`config.mk`:
```
export PLATFORM = sky130hd
export DESIGN_NAME = digimax_player
export DESIGN_NICKNAME = d
export VERILOG_FILES = /design/src/rtl/digimax_pkg.sv /design/src/rtl/digimax_fifo.sv /design/src/rtl/digimax_player.sv
export SDC_FILE = /design/constraint.sdc
export NUM_CORES = 1
export LEC_CHECK = 0
export ABC_CLOCK_PERIOD_IN_PS = 5400
export CELL_PAD_IN_SITES_DETAIL_PLACEMENT = 2
export CELL_PAD_IN_SITES_GLOBAL_PLACEMENT = 2
export CORE_ASPECT_RATIO = 0.7
export CORE_MARGIN = 10
export CORE_UTILIZATION = 44
export CTS_CLUSTER_DIAMETER = 200
export CTS_CLUSTER_SIZE = 10
export DETAILED_ROUTE_END_ITERATION = 6
export DONT_BUFFER_PORTS = 1
export HOLD_SLACK_MARGIN = 0.08
export PLACE_DENSITY_LB_ADDON = 0.25
export SYNTH_ARGS = -nofsm -noshare
export SYNTH_HDL_FRONTEND = slang
export SYNTH_HIERARCHICAL = 1
export SYNTH_SLANG_ARGS = --single-unit
```
`constraint.sdc`:
```
create_clock -name clk -period 5.4 [get_ports clk]
set_input_delay 0.81 -clock clk [delete_from_list [all_inputs] [get_ports clk]]
set_output_delay 0.81 -clock clk [all_outputs]
set_load 0.01 [all_outputs]
```
`src/rtl/digimax_pkg.sv`:
```
// Shared definitions for the DigiMax sample player: register map, control
// bit positions, playback states and small decode helpers.
package digimax_pkg;

  localparam logic [15:0] ADDR_DAC0   = 16'hDE00;
  localparam logic [15:0] ADDR_DAC3   = 16'hDE03;
  localparam logic [15:0] ADDR_PUSH   = 16'hDE04;
  localparam logic [15:0] ADDR_DIV_LO = 16'hDE05;
  localparam logic [15:0] ADDR_DIV_HI = 16'hDE06;
  localparam logic [15:0] ADDR_CTRL   = 16'hDE07;

  localparam int CTRL_EN       = 0;
  localparam int CTRL_NCH_LSB  = 1;
  localparam int CTRL_NCH_MSB  = 2;
  localparam int CTRL_IRQ_EN   = 3;
  localparam int CTRL_FLUSH    = 4;

  typedef enum logic [1:0] {
    ST_IDLE = 2'd0,
    ST_RUN  = 2'd1,
    ST_PEND = 2'd2
  } state_e;

  function automatic logic is_dac_addr(input logic [15:0] addr);
    return (addr >= ADDR_DAC0) && (addr <= ADDR_DAC3);
  endfunction

  // Channel index after a playback write; wraps once the last channel is used.
  function automatic logic [1:0] next_chan(input logic [1:0] chan, input logic [1:0] last);
    return (chan >= last) ? 2'd0 : chan + 2'd1;
  endfunction

endpackage

```
`src/rtl/digimax_fifo.sv`:
```
// Synchronous sample FIFO with one push port, one pop port, occupancy count
// and a flush that empties it on the next edge.
module digimax_fifo
  import digimax_pkg::*;
#(
  parameter int DEPTH = 16,
  parameter int DW    = 8
) (
  input  logic                     clk,
  input  logic                     reset,
  input  logic                     flush_i,
  input  logic                     push_i,
  input  logic                     pop_i,
  input  logic [DW-1:0]            wdata_i,
  output logic [DW-1:0]            rdata_o,
  output logic [$clog2(DEPTH):0]   count_o,
  output logic                     full_o,
  output logic                     empty_o
);

  localparam int AW = $clog2(DEPTH);

  logic [DW-1:0] mem_q [DEPTH];
  logic [AW-1:0] wr_ptr_q, wr_ptr_d;
  logic [AW-1:0] rd_ptr_q, rd_ptr_d;
  logic [AW:0]   count_q, count_d;
  logic          push_ok_s, pop_ok_s;

  assign full_o  = (count_q == (AW+1)'(DEPTH));
  assign empty_o = (count_q == {(AW+1){1'b0}});
  assign rdata_o = mem_q[rd_ptr_q];
  assign count_o = count_q;

  // Accept/reject decisions and next pointer/count values
  always_comb begin
    pop_ok_s  = pop_i && !empty_o && !flush_i;
    // A full FIFO still takes a push when a pop frees the head slot this cycle.
    push_ok_s = push_i && (!full_o || pop_ok_s) && !flush_i;
    wr_ptr_d  = wr_ptr_q;
    rd_ptr_d  = rd_ptr_q;
    count_d   = count_q;
    if (flush_i) begin
      wr_ptr_d = {AW{1'b0}};
      rd_ptr_d = {AW{1'b0}};
      count_d  = {(AW+1){1'b0}};
    end else begin
      wr_ptr_d = push_ok_s ? wr_ptr_q + AW'(1'b1) : wr_ptr_q;
      rd_ptr_d = pop_ok_s  ? rd_ptr_q + AW'(1'b1) : rd_ptr_q;
      count_d  = count_q + (AW+1)'(push_ok_s) - (AW+1)'(pop_ok_s);
    end
  end

  // Pointer and occupancy registers
  always_ff @(posedge clk) begin
    if (reset) begin
      wr_ptr_q <= {AW{1'b0}};
      rd_ptr_q <= {AW{1'b0}};
      count_q  <= {(AW+1){1'b0}};
    end else begin
      wr_ptr_q <= wr_ptr_d;
      rd_ptr_q <= rd_ptr_d;
      count_q  <= count_d;
    end
  end

  // Sample storage
  always_ff @(posedge clk) begin
    if (push_ok_s) begin
      mem_q[wr_ptr_q] <= wdata_i;
    end
  end

endmodule

```
`src/rtl/digimax_player.sv`:
```
// DigiMax sample player: CPU register file, rate timer and playback FSM that
// streams FIFO samples to the $DE00-$DE03 DAC registers beside a direct path.
module digimax_player
  import digimax_pkg::*;
#(
  parameter int FIFO_DEPTH = 16,
  parameter int DIV_W      = 16
) (
  input  logic                          clk,
  input  logic                          reset,
  input  logic                          cpu_wr,
  input  logic [15:0]                   cpu_addr,
  input  logic [7:0]                    cpu_data,
  output logic                          out_wr_n,
  output logic [15:0]                   out_addr,
  output logic [7:0]                    out_data,
  output logic [$clog2(FIFO_DEPTH):0]   fifo_count,
  output logic                          irq,
  output logic                          underrun,
  output logic                          overflow,
  output logic                          late
);

  localparam int CW = $clog2(FIFO_DEPTH) + 1;

  state_e           state_q, state_d;
  logic [DIV_W-1:0] div_q, div_d, cnt_q, cnt_d;
  logic             en_q, en_d, irq_en_q, irq_en_d;
  logic [1:0]       nch_q, nch_d, chan_q, chan_d, pend_chan_q, pend_chan_d;
  logic [7:0]       pend_data_q, pend_data_d;
  logic             out_wr_n_q, out_wr_n_d;
  logic [15:0]      out_addr_q, out_addr_d;
  logic [7:0]       out_data_q, out_data_d, out_data_s;
  logic             underrun_q, underrun_d, overflow_q, overflow_d, late_q, late_d;

  logic             dw_s, cw_s, push_s, flush_s, dis_s, ena_s;
  logic             tick_s, act_s, pop_s, play_s;
  logic [1:0]       play_chan_s;
  logic             fifo_full_s, fifo_empty_s;
  logic [7:0]       fifo_rdata_s;

  digimax_fifo #(.DEPTH(FIFO_DEPTH), .DW(8)) u_fifo (
    .clk     (clk),
    .reset   (reset),
    .flush_i (flush_s),
    .push_i  (push_s),
    .pop_i   (pop_s),
    .wdata_i (cpu_data),
    .rdata_o (fifo_rdata_s),
    .count_o (fifo_count),
    .full_o  (fifo_full_s),
    .empty_o (fifo_empty_s)
  );

  // Decode this cycle's CPU write and whether the rate timer ticks
  always_comb begin
    dw_s    = cpu_wr && is_dac_addr(cpu_addr);
    cw_s    = cpu_wr && (cpu_addr == ADDR_CTRL);
    push_s  = cpu_wr && (cpu_addr == ADDR_PUSH);
    flush_s = cw_s && cpu_data[CTRL_FLUSH];
    dis_s   = cw_s && !cpu_data[CTRL_EN];
    ena_s   = cw_s && cpu_data[CTRL_EN];
    tick_s  = (state_q != ST_IDLE) && (cnt_q == {DIV_W{1'b0}});
    // A disabling or flushing control write overrides the tick's playback action.
    act_s   = tick_s && !dis_s && !flush_s;
    pop_s   = act_s && (state_q == ST_RUN) && !fifo_empty_s;
  end

  // Register file, timer, playback FSM, output arbitration and status flags
  always_comb begin
    state_d     = state_q;
    div_d       = div_q;
    cnt_d       = cnt_q;
    en_d        = en_q;
    nch_d       = nch_q;
    irq_en_d    = irq_en_q;
    chan_d      = chan_q;
    pend_chan_d = pend_chan_q;
    pend_data_d = pend_data_q;
    play_s      = 1'b0;
    play_chan_s = chan_q;
    out_data_s  = fifo_rdata_s;
    out_wr_n_d  = 1'b1;
    out_addr_d  = out_addr_q;
    out_data_d  = out_data_q;

    if (cpu_wr) begin
      case (cpu_addr)
        ADDR_DIV_LO: div_d[7:0]       = cpu_data;
        ADDR_DIV_HI: div_d[DIV_W-1:8] = (DIV_W-8)'(cpu_data);
        ADDR_CTRL: begin
          en_d     = cpu_data[CTRL_EN];
          nch_d    = cpu_data[CTRL_NCH_MSB:CTRL_NCH_LSB];
          irq_en_d = cpu_data[CTRL_IRQ_EN];
        end
        default: div_d = div_q;
      endcase
    end else begin
      div_d = div_q;
    end

    if (state_q == ST_IDLE) begin
      cnt_d = ena_s ? div_q : cnt_q;
    end else if (dis_s) begin
      cnt_d = cnt_q;
    end else if (tick_s) begin
      cnt_d = div_q;
    end else begin
      cnt_d = cnt_q - DIV_W'(1'b1);
    end

    case (state_q)
      ST_IDLE: begin
        chan_d  = 2'd0;
        state_d = ena_s ? ST_RUN : ST_IDLE;
      end
      ST_RUN: begin
        if (dis_s) begin
          state_d = ST_IDLE;
          chan_d  = 2'd0;
        end else if (pop_s) begin
          chan_d = next_chan(chan_q, nch_q);
          if (dw_s) begin
            state_d     = ST_PEND;
            pend_chan_d = chan_q;
            pend_data_d = fifo_rdata_s;
          end else begin
            play_s      = 1'b1;
            play_chan_s = chan_q;
            out_data_s  = fifo_rdata_s;
          end
        end else begin
          state_d = ST_RUN;
        end
      end
      ST_PEND: begin
        if (dis_s) begin
          state_d = ST_IDLE;
          chan_d  = 2'd0;
        end else if (flush_s) begin
          state_d = ST_RUN;
        end else if (!dw_s) begin
          state_d     = ST_RUN;
          play_s      = 1'b1;
          play_chan_s = pend_chan_q;
          out_data_s  = pend_data_q;
        end else begin
          state_d = ST_PEND;
        end
      end
      default: begin
        state_d = ST_IDLE;
        chan_d  = 2'd0;
      end
    endcase

    if (dw_s) begin
      out_wr_n_d = 1'b0;
      out_addr_d = cpu_addr;
      out_data_d = cpu_data;
    end else if (play_s) begin
      out_wr_n_d = 1'b0;
      out_addr_d = ADDR_DAC0 + {14'd0, play_chan_s};
      out_data_d = out_data_s;
    end else begin
      out_wr_n_d = 1'b1;
    end

    // A new event in the same cycle as a control write still sets its flag.
    underrun_d = (underrun_q && !cw_s) || (act_s && (state_q == ST_RUN) && fifo_empty_s);
    late_d     = (late_q && !cw_s) || (act_s && (state_q == ST_PEND));
    overflow_d = (overflow_q && !cw_s) || (push_s && fifo_full_s && !pop_s);
  end

  // State and output registers
  always_ff @(posedge clk) begin
    if (reset) begin
      state_q     <= ST_IDLE;
      div_q       <= {DIV_W{1'b0}};
      cnt_q       <= {DIV_W{1'b0}};
      en_q        <= 1'b0;
      nch_q       <= 2'd0;
      irq_en_q    <= 1'b0;
      chan_q      <= 2'd0;
      pend_chan_q <= 2'd0;
      pend_data_q <= 8'd0;
      out_wr_n_q  <= 1'b1;
      out_addr_q  <= ADDR_DAC0;
      out_data_q  <= 8'd0;
      underrun_q  <= 1'b0;
      overflow_q  <= 1'b0;
      late_q      <= 1'b0;
    end else begin
      state_q     <= state_d;
      div_q       <= div_d;
      cnt_q       <= cnt_d;
      en_q        <= en_d;
      nch_q       <= nch_d;
      irq_en_q    <= irq_en_d;
      chan_q      <= chan_d;
      pend_chan_q <= pend_chan_d;
      pend_data_q <= pend_data_d;
      out_wr_n_q  <= out_wr_n_d;
      out_addr_q  <= out_addr_d;
      out_data_q  <= out_data_d;
      underrun_q  <= underrun_d;
      overflow_q  <= overflow_d;
      late_q      <= late_d;
    end
  end

  assign out_wr_n = out_wr_n_q;
  assign out_addr = out_addr_q;
  assign out_data = out_data_q;
  assign underrun = underrun_q;
  assign overflow = overflow_q;
  assign late     = late_q;
  assign irq      = irq_en_q && en_q && (fifo_count <= CW'(FIFO_DEPTH / 2));

endmodule

```
## After elaboration in Yosys (flattened, before gate mapping)

Memory sizes are Yosys's and may differ from the RTL's. A register that Yosys moved wholly into a read port is not among the register bits.
Index checks and enable logic that the tools add are counted.

| storage, ports and cells | value |
|---|---|
| output and inout port bits | 34 |
| bits in latches | 0 |
| memories | 1 |
| RAM bits | 128 |
| bits in registers | 91 |
| memory bits (read-only) | 0 |

Memories:

| name | depth | width | rd ports | clocked after Yosys merged registers in | write ports | line | text |
|---|---|---|---|---|---|---|---|
| u_fifo.mem_q | 16 | 8 | 1 | 1 | 1 | digimax_fifo.sv:23 | `logic [DW-1:0] mem_q [DEPTH];` |

| cells by class | value |
|---|---|
| bitwise gates (word level) | 1 |
| $mul | 0 |
| $lt $le $gt $ge | 4 |
| shift-type cells | 0 |
| $add $sub $neg | 7 |
| divide/modulo/power cells | 0 |
| multiplexer cells | 40 |
| reduce and logical (&&, ||, !) cells | 49 |
| equality and inequality tests | 12 |

Operators with widths:

| operator | number |
|---|---|
| two-way mux 16 bit | 6 |
| equality test 16 bit (second input constant) | 4 |
| two-way mux 8 bit | 5 |
| two-way mux 2 bit | 14 |
| logical AND 1 bit | 25 |
| adder 15 x 3 -> 16 bit (first input constant) | 1 |
| greater-or-equal comparator 16 bit (second input constant) | 1 |
| <= comparator 16 bit (second input constant) | 1 |
| zero test 16 bit | 1 |
| subtractor 16 x 1 -> 16 bit (second input constant) | 1 |
| two-way mux 1 bit | 10 |
| AND reduction 2 bit | 5 |
| adder 4 x 1 -> 4 bit (second input constant) | 2 |
| two-way mux 4 bit | 2 |
| zero test 1 bit | 7 |
| case mux 2 bit (3 select lines) | 1 |
| adder 5 x 1 -> 5 bit | 1 |
| equality test 5 bit (second input constant) | 1 |
| <= comparator 5 x 4 -> 1 bit (second input constant) | 1 |
| zero test 5 bit | 1 |
| subtractor 5 x 1 -> 5 bit | 1 |
| logical OR 1 bit | 4 |
| != test 2 bit (second input constant) | 2 |
| != test 4 bit (second input constant) | 1 |
| other kinds (14) | 15 |

## Logic depth before layout (Yosys ltp)

| logic depth | value |
|---|---|
| word-level depth | 15 |
| gate-level depth with buffers | 18 |
| depth with buffers taken out | 17 |

## Hierarchy

The synthesis kept the hierarchy.

By module, submodules not included:

| module | area each (um^2) | cells each | instances |
|---|---|---|---|
| digimax_fifo | 5869.4 | 311 | 1 |
| digimax_player | 3687.3 | 425 | 1 |

## Worst setup path after synthesis

OpenSTA, ideal clock, no wires.

| timing | value |
|---|---|
| kind | input-to-reg |
| start point | input cpu_addr[3] |
| end point | register u_fifo.count_q[4] (netlist: u_fifo/count_o[4]) |
| path slack | 0.627 ns |
| cell stages on the path | 17 |
| arrival time | 4.703 ns |
| cell sequence | or4_4 -> or4_4 -> buf_6 -> a211o_1 -> buf_6 -> and2_4 -> buf_6 -> o41ai_4 -> buf_2 -> ha_1 -> inv_1 -> ha_1 -> fa_1 -> a21oi_1 -> nor2_1 -> or3_1 -> a21oi_1 |

| on the way | value |
|---|---|
| longest elaborated chain between the ends | 15 |

RTL lines:

| what | line | text |
|---|---|---|
| start: declaration | digimax_player.sv:12 | `input logic [15:0] cpu_addr,` |
| equality test 16 bit * | digimax_player.sv:58 | `cw_s = cpu_wr && (cpu_addr == ADDR_CTRL);` |
| logical AND 1 bit * | digimax_player.sv:58 |  |
| logical AND 1 bit | digimax_player.sv:61 | `dis_s = cw_s && !cpu_data[CTRL_EN];` |
| zero test 1 bit | digimax_player.sv:65 | `act_s = tick_s && !dis_s && !flush_s;` |
| logical AND 1 bit | digimax_player.sv:65 |  |
| logical AND 1 bit * | digimax_player.sv:65 |  |
| logical AND 1 bit * (2 in a row) | digimax_player.sv:66 | `pop_s = act_s && (state_q == ST_RUN) && !fifo_empty_s;` |
| net pop_s | digimax_player.sv:37 | `logic tick_s, act_s, pop_s, play_s;` |
| logical AND 1 bit * (2 in a row) | digimax_fifo.sv:36 | `pop_ok_s = pop_i && !empty_o && !flush_i;` |
| logical OR 1 bit | digimax_fifo.sv:38 | `push_ok_s = push_i && (!full_o \|\| pop_ok_s) && !flush_i;` |
| logical AND 1 bit (2 in a row) | digimax_fifo.sv:38 |  |
| adder 5 x 1 -> 5 bit | digimax_fifo.sv:49 | `count_d = count_q + (AW+1)'(push_ok_s) - (AW+1)'(pop_ok_s);` |
| subtractor 5 x 1 -> 5 bit * | digimax_fifo.sv:49 |  |
| end signal: assignment | digimax_fifo.sv:58 | `count_q <= {(AW+1){1'b0}};` |
| end signal: assignment | digimax_fifo.sv:62 | `count_q <= count_d;` |
| end: declaration | digimax_fifo.sv:26 | `logic [AW:0] count_q, count_d;` |

Mark *: on every way through the listed nets, which the timed path passes. The rest lies on a longest branch.
A chain may end at the register's enable or synchronous reset.

## Final worst setup path

| timing | value |
|---|---|
| start point | register cnt_q[10] |
| end point | register u_fifo.count_q[4] (netlist: u_fifo/count_o[4]) |

| on the way | value |
|---|---|
| longest elaborated chain between the ends | 13 |

RTL lines:

| what | line | text |
|---|---|---|
| start: declaration | digimax_player.sv:27 | `logic [DIV_W-1:0] div_q, div_d, cnt_q, cnt_d;` |
| start signal: assignment | digimax_player.sv:180 | `cnt_q <= {DIV_W{1'b0}};` |
| start signal: assignment | digimax_player.sv:196 | `cnt_q <= cnt_d;` |
| zero test 16 bit * | digimax_player.sv:63 | `tick_s = (state_q != ST_IDLE) && (cnt_q == {DIV_W{1'b0}});` |
| logical AND 1 bit * | digimax_player.sv:63 |  |
| logical AND 1 bit * (2 in a row) | digimax_player.sv:65 |  |
| logical AND 1 bit * (2 in a row) | digimax_player.sv:66 |  |
| logical AND 1 bit * (2 in a row) | digimax_fifo.sv:36 |  |
| net u_fifo.pop_ok_s | digimax_fifo.sv:27 | `logic push_ok_s, pop_ok_s;` |
| logical OR 1 bit | digimax_fifo.sv:38 |  |
| logical AND 1 bit (2 in a row) | digimax_fifo.sv:38 |  |
| adder 5 x 1 -> 5 bit | digimax_fifo.sv:49 |  |
| subtractor 5 x 1 -> 5 bit * | digimax_fifo.sv:49 |  |

Marked as above.

==> metrics <==
WL met1=13000 um; Min Hold Slack=~0.35 ns; fin. max-slew vios=0; Clock Tree Buf Depth=3; Netlist cell types=70; residual DRC count=0; Met2 Routed Length=14000 um; area share of the leading cell type in the synthesized netlist=0.402; status=completed; layout cells sized above 1=0.101; Syn Inst Count=between 700 and 800; vias=6331; I/O pin count=61; clk slew on worst S/H paths=0.06 ns; worst-skew pair later-pin latency=0.54 ns; largest net degree at the start of global routing=59; starting density of the core=0.444; Setup CP Type=flip-flop to flip-flop; Seq cells post-synth=roughly 220; Leak=3.47 nW; Final Hold Viols=0; Detail Placement HPWL=19900 um; nets@finish=around 780; gpl congestion=0.760; Worst Min Path Start=reset; H-tree depth=1; placed inst area=9740 sq um; CP Launch Type=flip-flop; RSZ-0062 raised after global routing=no; num rows=45; Vias/cell=between 6 and 7; worst-path maximum fanout=7; ys flop type=edfxtp_1; per-cell routed wire length=about 28 um; Chip Height=around 140 um; RR Endpoint=u_fifo/count_o[4]; global-route wire length before repair=44200 um; R2R setup slack=0.96 ns; Post-synth EDFFs=128; fraction of registers with async set/reset=0; slew of the pin with the lowest slew margin=1.33 ns; Syn Nets=about 800; initial antenna violation count=1; Tot GR Track Use=0.206; Post-Synthesis Cell Area=9560 sq um; max-cap violations=0; Final period util=0.823; Sink Count=223; Final setup viols=0; area delta synth->final=9.73%; DR top layer=met4; Clock Skews=0.0302 ns; Post-Route Utilization=0.488; Avg Cell Area, Syn=13.0 sq um; area leader, netlist=edfxtp_1; final instance area=roughly 10000 sq um; top post-synthesis cells by area=edfxtp_1, dfxtp_1, mux4_1, mux4_2, mux2i_1; First DRT Iteration DRCs=467; critical path endpoint category=flip-flop; CTS Hold Bufs=0; Core ar.=about 22000 sq um; Seq/Total Area, Yosys=0.601; vias in the first global route=6871; Power Density=324 nW/um^2; Tmin final=4.44 ns; total gr overflow=0; Critical R2R Launch=cnt_q[10]; Hold EP=cnt_q[5]; Num CTS Buffers=26; First-pass DRT Iterations=5; Worst Path Required=5.85 ns; Chip Width=196 um; R2R cell count=14; setup_tns=0 ns; number of fillers in the final layout=2062; worst hold path cell count=1; yosys warns=6; Hold Path Class=input port to flip-flop; port bufs=0; Max Freq=between 200 and 250 MHz; CTS tree=yes; Root Driver=clkbuf_16; Met3 Wirelength=1710 um; maximum vdd drop=0.000235 V; CP arrival=approximately 4.9 ns; Die ar.=roughly 28000 sq um; total wire length=29500 um; Antenna Nets Post-Route=0; setup bufs post-CTS=0; post-CTS sizing=0; max_slew headroom=0.109
cells by family after synthesis:
family | after synthesis | share of synthesized area
AND/OR/NAND/NOR | 226 | 0.120
flip-flops | 223 | 0.601
AO/OA/AOI/OAI | 137 | 0.0951
multiplexers | 64 | 0.115
buffers and inverters | 60 | 0.0359
adder cells (fa/ha/maj) | 20 | 0.0270
XOR/XNOR | 6 | 0.00550
worst max-delay path, cell delays in order (launching register included):
cell and delay, ns:
dfxtp_1 0.39, nor4_1 0.66, nand4_1 0.38, nor3_1 0.41, and2_4 0.28, inv_1 0.10
nor3_2 0.43, ha_1 0.22, inv_1 0.05, ha_1 0.23, fa_1 0.45, a21oi_1 0.18
nor2_1 0.08, or3_1 0.37, a21oi_1 0.14
routing by layer:
layer | up-vias | track usage
met5 | - | 0
met4 | 0 | 0.0577
met3 | 49 | 0.0445
met2 | 181 | 0.335
met1 | 3321 | 0.272
li1 | 2780 | -
where the power goes:
part,leakage (nW),switching (mW),internal [mW]
combinational,1.20,0.00855,0.00386
clock,0.354,0.687,0.903
sequential,1.92,0.00000508,1.79
metrics by stage:
step,cells,worst slack (ns),power [mW]
2_1_floorplan,736,0.627,1.84
5_1_grt,1037,0.798,3.50
6_report,1038,0.956,3.40
3_5_place_dp,990,0.827,1.84
4_1_cts,1037,1.01,3.43
3_3_place_gp,990,1.01,1.84
worst max-delay path by stage:
stage / cells past startpoint / endpoint / slack (ns) / start
floorplan: 17 / u_fifo/count_o[4] / 0.63 / cpu_addr[3]
CTS: 14 / u_fifo/count_o[4] / 1.01 / cnt_q[10]
detailed placement: 14 / u_fifo/count_o[4] / 0.83 / cpu_addr[3]
global route: 14 / u_fifo/count_o[4] / 0.80 / cnt_q[10]
finish: 14 / u_fifo/count_o[4] / 0.96 / cnt_q[10]
global placement: 13 / u_fifo/count_o[4] / 1.01 / cpu_addr[3]
sequential cells by signal (all words and copies together) (netlist names), 4 cells and up, named ones only:
| register | cells |
|---|---|
| u_fifo/mem_q | 128 |
| cnt_q | 16 |
| div_q | 16 |
| out_addr | 16 |
| out_data | 8 |
| pend_data_q | 8 |
| u_fifo/count_o | 5 |
| u_fifo/rd_ptr_q | 4 |
| u_fifo/wr_ptr_q | 4 |
area by class of cell:
type,instances,area [sq um],area share
sequential,223,5750,0.548
timing repair buffer,11,82.6,0.00787
antenna,1,2.50,0.000239
multi-input combinational,453,3470,0.331
tap,282,353,0.0336
inverter,21,78.8,0.00752
clock buffer,45,722,0.0688
clock inverter,2,25.0,0.00239
cells in the final DEF, fill, tap and decap left out, types with 10 or more instances in the layout:
cell       netlist  final
edfxtp_1       128    128
dfxtp_1         95     93
nand2_1         67     67
nor2_1          53     53
a21oi_1         49     49
mux2i_1         30     30
o21ai_0         27     27
clkbuf_16        0     26
inv_1           21     21
ha_1            19     19
clkbuf_1        14     19
nor3_1          16     16
mux4_2          16     16
a22oi_1         16     16
mux4_1          16     16
nand2b_1        13     13
and3_1          13     13
nand3_1         11     11
buf_4            3     11
a32oi_1         10     10
and2_1          10     10
cells in the mapped netlist, drive strengths merged (2+ instances only):
master / n
a211oi: 3
nor4: 9
inv: 21
ha: 19
clkdlybuf4s25: 3
a22oi: 16
dfxtp: 95
o32ai: 5
nand2: 68
a221oi: 2
nand3: 11
a32oi: 10
nand4: 3
mux2: 2
nor4b: 2
a21oi: 50
nor2b: 3
nand3b: 2
o21ai: 29
and3: 13
and2: 12
mux4: 32
or4: 3
edfxtp: 128
o41ai: 2
clkbuf: 15
nand2b: 13
a31o: 2
o211ai: 3
nor3: 18
nand4b: 4
nor3b: 2
nor2: 53
xnor2: 5
or3: 4
a21o: 8
buf: 21
or2: 3
o31a: 2
mux2i: 30
(Power assumes the default switching activity.)
